**config.mk**
```make
export PLATFORM = sky130hd
export DESIGN_NAME = rca_share_sched
export DESIGN_NICKNAME = d
export VERILOG_FILES = /design/src/rtl/rca_sched_pkg.sv /design/src/rtl/rca_rr_arb.sv /design/src/rtl/rca_share_sched.sv
export SDC_FILE = /design/constraint.sdc
export NUM_CORES = 1
export LEC_CHECK = 0
export CAP_MARGIN = 20
export CELL_PAD_IN_SITES_DETAIL_PLACEMENT = 0
export CELL_PAD_IN_SITES_GLOBAL_PLACEMENT = 1
export CORE_UTILIZATION = 25
export CTS_CLUSTER_DIAMETER = 40
export DETAILED_ROUTE_END_ITERATION = 16
export PLACE_DENSITY_LB_ADDON = 0.1
export SLEW_MARGIN = 20
export SYNTH_ARGS = -nofsm -noshare
export SYNTH_HDL_FRONTEND = slang
export SYNTH_SLANG_ARGS = --single-unit
```
**constraint.sdc**
```tcl
create_clock -name clk -period 2.9 [get_ports clk]
set_input_delay 0.29 -clock clk [delete_from_list [all_inputs] [get_ports clk]]
set_output_delay 0.29 -clock clk [all_outputs]
set_load 0.01 [all_outputs]
```
**src/rtl/rca_sched_pkg.sv**
```systemverilog
// Shared types and constants for the shared ripple-carry adder scheduler.
package rca_sched_pkg;

    localparam int NREQ_DEF = 4;
    localparam int W_DEF    = 8;
    localparam int OPCNT_W  = 16;

    typedef enum logic [1:0] {
        IDLE = 2'd0,
        EXEC = 2'd1,
        RESP = 2'd2
    } state_t;

endpackage

```
**src/rtl/rca_rr_arb.sv**
```systemverilog
// Combinational round-robin arbiter: first requester with a request,
// searching upward from last+1 and wrapping modulo NREQ.
module rca_rr_arb #(
    parameter int NREQ = 4,
    parameter int IDW  = $clog2(NREQ)
) (
    input  logic [NREQ-1:0] req,
    input  logic [IDW-1:0]  last,
    output logic [NREQ-1:0] gnt,
    output logic [IDW-1:0]  gnt_id,
    output logic            any
);

    logic [IDW-1:0] idx;

    // Walk the ring once starting just past the previous winner.
    always_comb begin
        gnt    = '0;
        gnt_id = '0;
        any    = 1'b0;
        idx    = '0;
        for (int k = 1; k <= NREQ; k++) begin
            idx = IDW'((int'(last) + k) % NREQ);
            if (!any && req[idx]) begin
                any      = 1'b1;
                gnt[idx] = 1'b1;
                gnt_id   = idx;
            end
        end
    end

endmodule

```
**src/rtl/rca_share_sched.sv**
```systemverilog
// Shares one W-bit adder between NREQ requesters: grant one, add, return
// the tagged result on a backpressured response channel.
module rca_share_sched
    import rca_sched_pkg::*;
#(
    parameter int NREQ = NREQ_DEF,
    parameter int W    = W_DEF,
    parameter int IDW  = $clog2(NREQ)
) (
    input  logic                 clk,
    input  logic                 reset,
    input  logic [NREQ-1:0]      req_valid,
    output logic [NREQ-1:0]      req_ready,
    input  logic [NREQ*W-1:0]    req_a,
    input  logic [NREQ*W-1:0]    req_b,
    input  logic [NREQ-1:0]      req_cin,
    output logic                 rsp_valid,
    input  logic                 rsp_ready,
    output logic [IDW-1:0]       rsp_id,
    output logic [W-1:0]         rsp_sum,
    output logic                 rsp_cout,
    output logic                 busy,
    output logic [OPCNT_W-1:0]   op_count
);

    state_t         state, state_nx;
    logic [IDW-1:0] last;
    logic [W-1:0]   a_r, b_r;
    logic           cin_r;
    logic [IDW-1:0] id_r;
    logic [NREQ-1:0] gnt;
    logic [IDW-1:0] gnt_id;
    logic           any;
    logic           accept;
    logic [W:0]     add_full;

    rca_rr_arb #(.NREQ(NREQ), .IDW(IDW)) u_arb (
        .req    (req_valid),
        .last   (last),
        .gnt    (gnt),
        .gnt_id (gnt_id),
        .any    (any)
    );

    // Carry-out is kept as the extra top bit of the sum.
    assign add_full = {1'b0, a_r} + {1'b0, b_r} + {{W{1'b0}}, cin_r};

    assign rsp_valid = (state == RESP);
    assign busy      = (state != IDLE);

    // Next-state and grant decode; only IDLE can accept a new operation.
    always_comb begin
        state_nx  = state;
        req_ready = '0;
        accept    = 1'b0;
        case (state)
            IDLE: if (any) begin
                req_ready = gnt;
                accept    = 1'b1;
                state_nx  = EXEC;
            end
            EXEC: state_nx = RESP;
            RESP: if (rsp_ready) state_nx = IDLE;
            default: state_nx = IDLE;
        endcase
    end

    // State, round-robin pointer and completion counter.
    always_ff @(posedge clk) begin
        if (reset) begin
            state    <= IDLE;
            last     <= IDW'(NREQ - 1);
            op_count <= '0;
        end else begin
            state <= state_nx;
            if (accept) last <= gnt_id;
            if (state == RESP && rsp_ready) op_count <= op_count + 1'b1;
        end
    end

    // Operands are sampled only in the accepting cycle.
    always_ff @(posedge clk) begin
        if (reset) begin
            a_r   <= '0;
            b_r   <= '0;
            cin_r <= 1'b0;
            id_r  <= '0;
        end else if (accept) begin
            a_r   <= req_a[gnt_id*W +: W];
            b_r   <= req_b[gnt_id*W +: W];
            cin_r <= req_cin[gnt_id];
            id_r  <= gnt_id;
        end
    end

    // Response registers load at the end of EXEC and hold through RESP.
    always_ff @(posedge clk) begin
        if (reset) begin
            rsp_id   <= '0;
            rsp_sum  <= '0;
            rsp_cout <= 1'b0;
        end else if (state == EXEC) begin
            rsp_id   <= id_r;
            rsp_sum  <= add_full[W-1:0];
            rsp_cout <= add_full[W];
        end
    end

endmodule

```
==> impl_metrics.toml, run 1 <==
[status]
status = "finished clean"

[route]
wl_mm = 7.74
drc_errors = 0
post_drt_wl_per_cell_um = 12.5
drt-pass1-iter-count = 4
first_iter_violations = 92
num_vias = 2766
viasPerCell = 4.45
drtAntennaViolNets = 0

[clocking]
ctsHtreeMaxLevel = 2
cts_tree = "built"
cts.sinks = 50
numCtsBuffers = 5
clockBufferDepth = 2
root_buffer = "clkbuf_16"
worstSkewPairLatency_ps = 280
path_clk_slew_ps = 60

[setup_path]
max_stage_delay_ps = 570
path_buf_inv = 5
start_kind = "flip-flop"
critPathMaxFanout = 14
endpoint_kind = "primary output"
path_common_cell = "buf_4"
arrival_ps = 2450
crit_type = "reg2out"
worstPathCellList = "buf_6 -> mux4_2 -> buf_4 -> nor3_4 -> buf_4 -> buf_4 -> a221oi_1 -> nor2_1 -> dlygate4sd2_1"
critPathRequiredTime_ps = 2610
crit_family = "buffers and inverters"
slowest_stage = "mux4_2"

[sta]
clock_skew_ps = 3.85
period_needed_ps = 2740
relSlewSlack = 0.483
holdWs_ps = 455
maxSlewViolCount = 0
rsz0062_at_grt = "false"
fin_tns_setup_ps = 0
period_share = 0.945
setup_viol = 0
hold_viol_final = 0
tightest_slew_ps = 775
fmax_mhz = 365

[global_routing]
grtUsageTotal = 0.121
grt_pass1_vias = 2633
grt_antenna_before_repair = 0
grt_pass1_wl_mm = 12.6
grt_max_degree = 29
grt-ovfl-total = 0

[pwr]
share_clk_of_total_power = 0.137
power.switching_w = 0.00152
pwr_density_cell_mw_per_mm2 = 865
ir_drop_mv = 0.370
intPower_w = 0.00249
comb_power_share = 0.631
switching_share = 0.380
leakage_nw = 1.99
seqPwrFrac = 0.232

[finish]
area_growth_syn_to_layout_pct = 46.6
instances_no_fill = 621
drive_above_1_share = 0.0949
final_cell_area_mm2 = 0.00464
nFillCells = 1281
nNetsFinal = 546
fin_util = 0.382
antenna_cells = 0

[synth]
yosys_warnings = 0
synth_area_mm2 = 0.00317
ys_types = 51
synth_ff_type = "dfxtp_1"
synth_common_cells = "56 x mux2i_1, 50 x dfxtp_1, 35 x nor2_1, 28 x nand2_1, 17 x a22o_1"
synth_area_per_cell_um2 = 9.37
ys_seq_area_frac = 0.316
synth_edf_count = 0
synth-seq-cells = 50
synth_top_area_share = 0.316
synth_most_common_cell = "mux2i_1"
async_flop_share = 0
syn_inst = 338
syn_nets = 431
synth_area_leader_cell = "dfxtp_1"
synth_area_leaders = "dfxtp_1 32%, mux2i_1 18%, ha_1 6.3%"

[floorplan]
die-area_mm2 = 0.0131
coreArea_mm2 = 0.0122
initial_core_util = 0.260
die_y_um = 115
ios = 108
die-width_um = 115
row_count = 40

[placement]
numPortBuffers = 107
dpl.cell_count = 604
dp_hpwl_mm = 6.01
placed_area_mm2 = 0.00442
place_congestion = 0.776

[job]
max_cap_viol_count = 0

[worst_hold_path]
hold_class = "reg2reg"
-- registers in the layout (all words and copies together), names as in the netlist --
| signal | count |
|---|---|
| cin_r | 1 |
| id_r | 2 |
| state | 2 |
| op_count | 16 |
| a_r | 8 |
| rsp_id | 2 |
| rsp_sum | 8 |
| b_r | 8 |
| rsp_cout | 1 |
| last | 2 |
-- what timing repair did --
| item | in CTS | in global routing |
|---|---|---|
| setup endpoints to repair | 4 | 1 |
| cloned | 0 | 0 |
| pin swaps | 1 | 2 |
| buffers inserted | 7 | 3 |
| hold buffers | 0 | 0 |
| gates resized for setup | 6 | 2 |
-- final timing paths --
check                           slack, ps  cells after the start  startpoint            to
worst min register to register        450                      2  rsp_sum[6]    rsp_sum[6]
worst max-delay path                  160                      9     last[0]  req_ready[3]
worst min-delay path                  450                      2  rsp_sum[6]    rsp_sum[6]
worst max register to register        250                     11     last[0]        a_r[6]
-- worst min-delay path, cell delays in order (launching register included) --
cell     delay (ps)
dfxtp_1         310
nand2_1          50
a21oi_1          50
-- layout by cell type (no fill, tap or decap), types with 2 or more instances in the layout --
| cell type | instances |
|---|---|
| clkbuf_16 | 5 |
| nor3_1 | 3 |
| a21o_1 | 3 |
| nand2b_1 | 3 |
| clkdlybuf4s50_1 | 103 |
| a21boi_0 | 2 |
| nand3_1 | 2 |
| dfxtp_1 | 50 |
| inv_1 | 8 |
| mux4_2 | 2 |
| fa_1 | 2 |
| xnor2_1 | 6 |
| nor3b_1 | 2 |
| buf_4 | 18 |
| nor2b_1 | 5 |
| dlygate4sd2_1 | 3 |
| buf_12 | 3 |
| a221oi_1 | 6 |
| a22oi_1 | 4 |
| a21oi_1 | 16 |
| nand4_1 | 3 |
| or3_1 | 3 |
| mux2i_1 | 55 |
| ha_1 | 15 |
| o21ai_0 | 9 |
| xor2_1 | 10 |
| a211oi_1 | 2 |
| nor2_2 | 2 |
| clkbuf_1 | 2 |
| nor2_1 | 35 |
| a22o_1 | 17 |
| and3_1 | 5 |
| nand2_1 | 28 |
-- routing by layer --
metal	share of wire	track usage	up-vias	routed length, um
met5	0	0	-	0
met4	0.0047	0.0286	0	36
met3	0.056	0.0275	2	437
met2	0.46	0.210	76	3590
met1	0.47	0.152	1245	3670
li1	-	-	1443	-
-- power groups by stage --
stage | Combinational [W] | Clock (W) | Sequential [W]
2_1_floorplan | 0.00188 | 0 | 0.000945
3_3_place_gp | 0.00247 | 0 | 0.000948
3_5_place_dp | 0.00249 | 0 | 0.000950
4_1_cts | 0.00257 | 0.000575 | 0.000936
5_1_grt | 0.00280 | 0.000596 | 0.000951
6_report | 0.00254 | 0.000551 | 0.000931
-- per-stage QoR --
step / power (W) / setup WS, ps
after floorplan: 0.00282 / 104
after global placement: 0.00342 / 12.3
after detailed placement: 0.00344 / -18.9
after CTS: 0.00408 / 2.33
after global routing: 0.00435 / 16.7
final: 0.00402 / 160
-- layout make-up --
class | instances | area, um^2 | area share
Clock buffer | 7 | 133 | 0.0286
Sequential cell | 50 | 1000 | 0.216
Inverter | 8 | 30.0 | 0.00647
Multi-Input combinational cell | 259 | 1990 | 0.429
Timing Repair Buffer | 129 | 1280 | 0.275
Tap cell | 168 | 210 | 0.0453
-- cells by family (layout without fill, tap and decap cells) --
logic type / count (synthesis) / count (layout) / share of synthesized area
AND/OR/NAND/NOR: 100 / 100 / 0.155
AO/OA/AOI/OAI: 65 / 65 / 0.146
multiplexers: 60 / 60 / 0.203
flip-flops: 50 / 50 / 0.316
buffers and inverters: 29 / 144 / 0.0600
adder cells (fa/ha/maj): 18 / 18 / 0.0758
XOR/XNOR: 16 / 16 / 0.0442
No activity file was read; power rests on OpenSTA's default activity.
==> run 2, diff against run 1 <==
--- a/config.mk
+++ b/config.mk
@@ -9,7 +9,6 @@
 export CELL_PAD_IN_SITES_DETAIL_PLACEMENT = 0
 export CELL_PAD_IN_SITES_GLOBAL_PLACEMENT = 1
 export CORE_UTILIZATION = 25
-export CTS_CLUSTER_DIAMETER = 40
 export DETAILED_ROUTE_END_ITERATION = 16
 export PLACE_DENSITY_LB_ADDON = 0.1
 export SLEW_MARGIN = 20
==> results of run 2 <==
Final layout, timing and power as in run 1 (identical DEF).
==> run 3, diff against run 2 <==
--- a/config.mk
+++ b/config.mk
@@ -10,6 +10,7 @@
 export CELL_PAD_IN_SITES_GLOBAL_PLACEMENT = 1
 export CORE_UTILIZATION = 25
 export DETAILED_ROUTE_END_ITERATION = 16
+export GPL_ROUTABILITY_DRIVEN = 0
 export PLACE_DENSITY_LB_ADDON = 0.1
 export SLEW_MARGIN = 20
 export SYNTH_ARGS = -nofsm -noshare
==> results of run 3 <==
Final layout, timing and power as in run 1 (identical DEF).
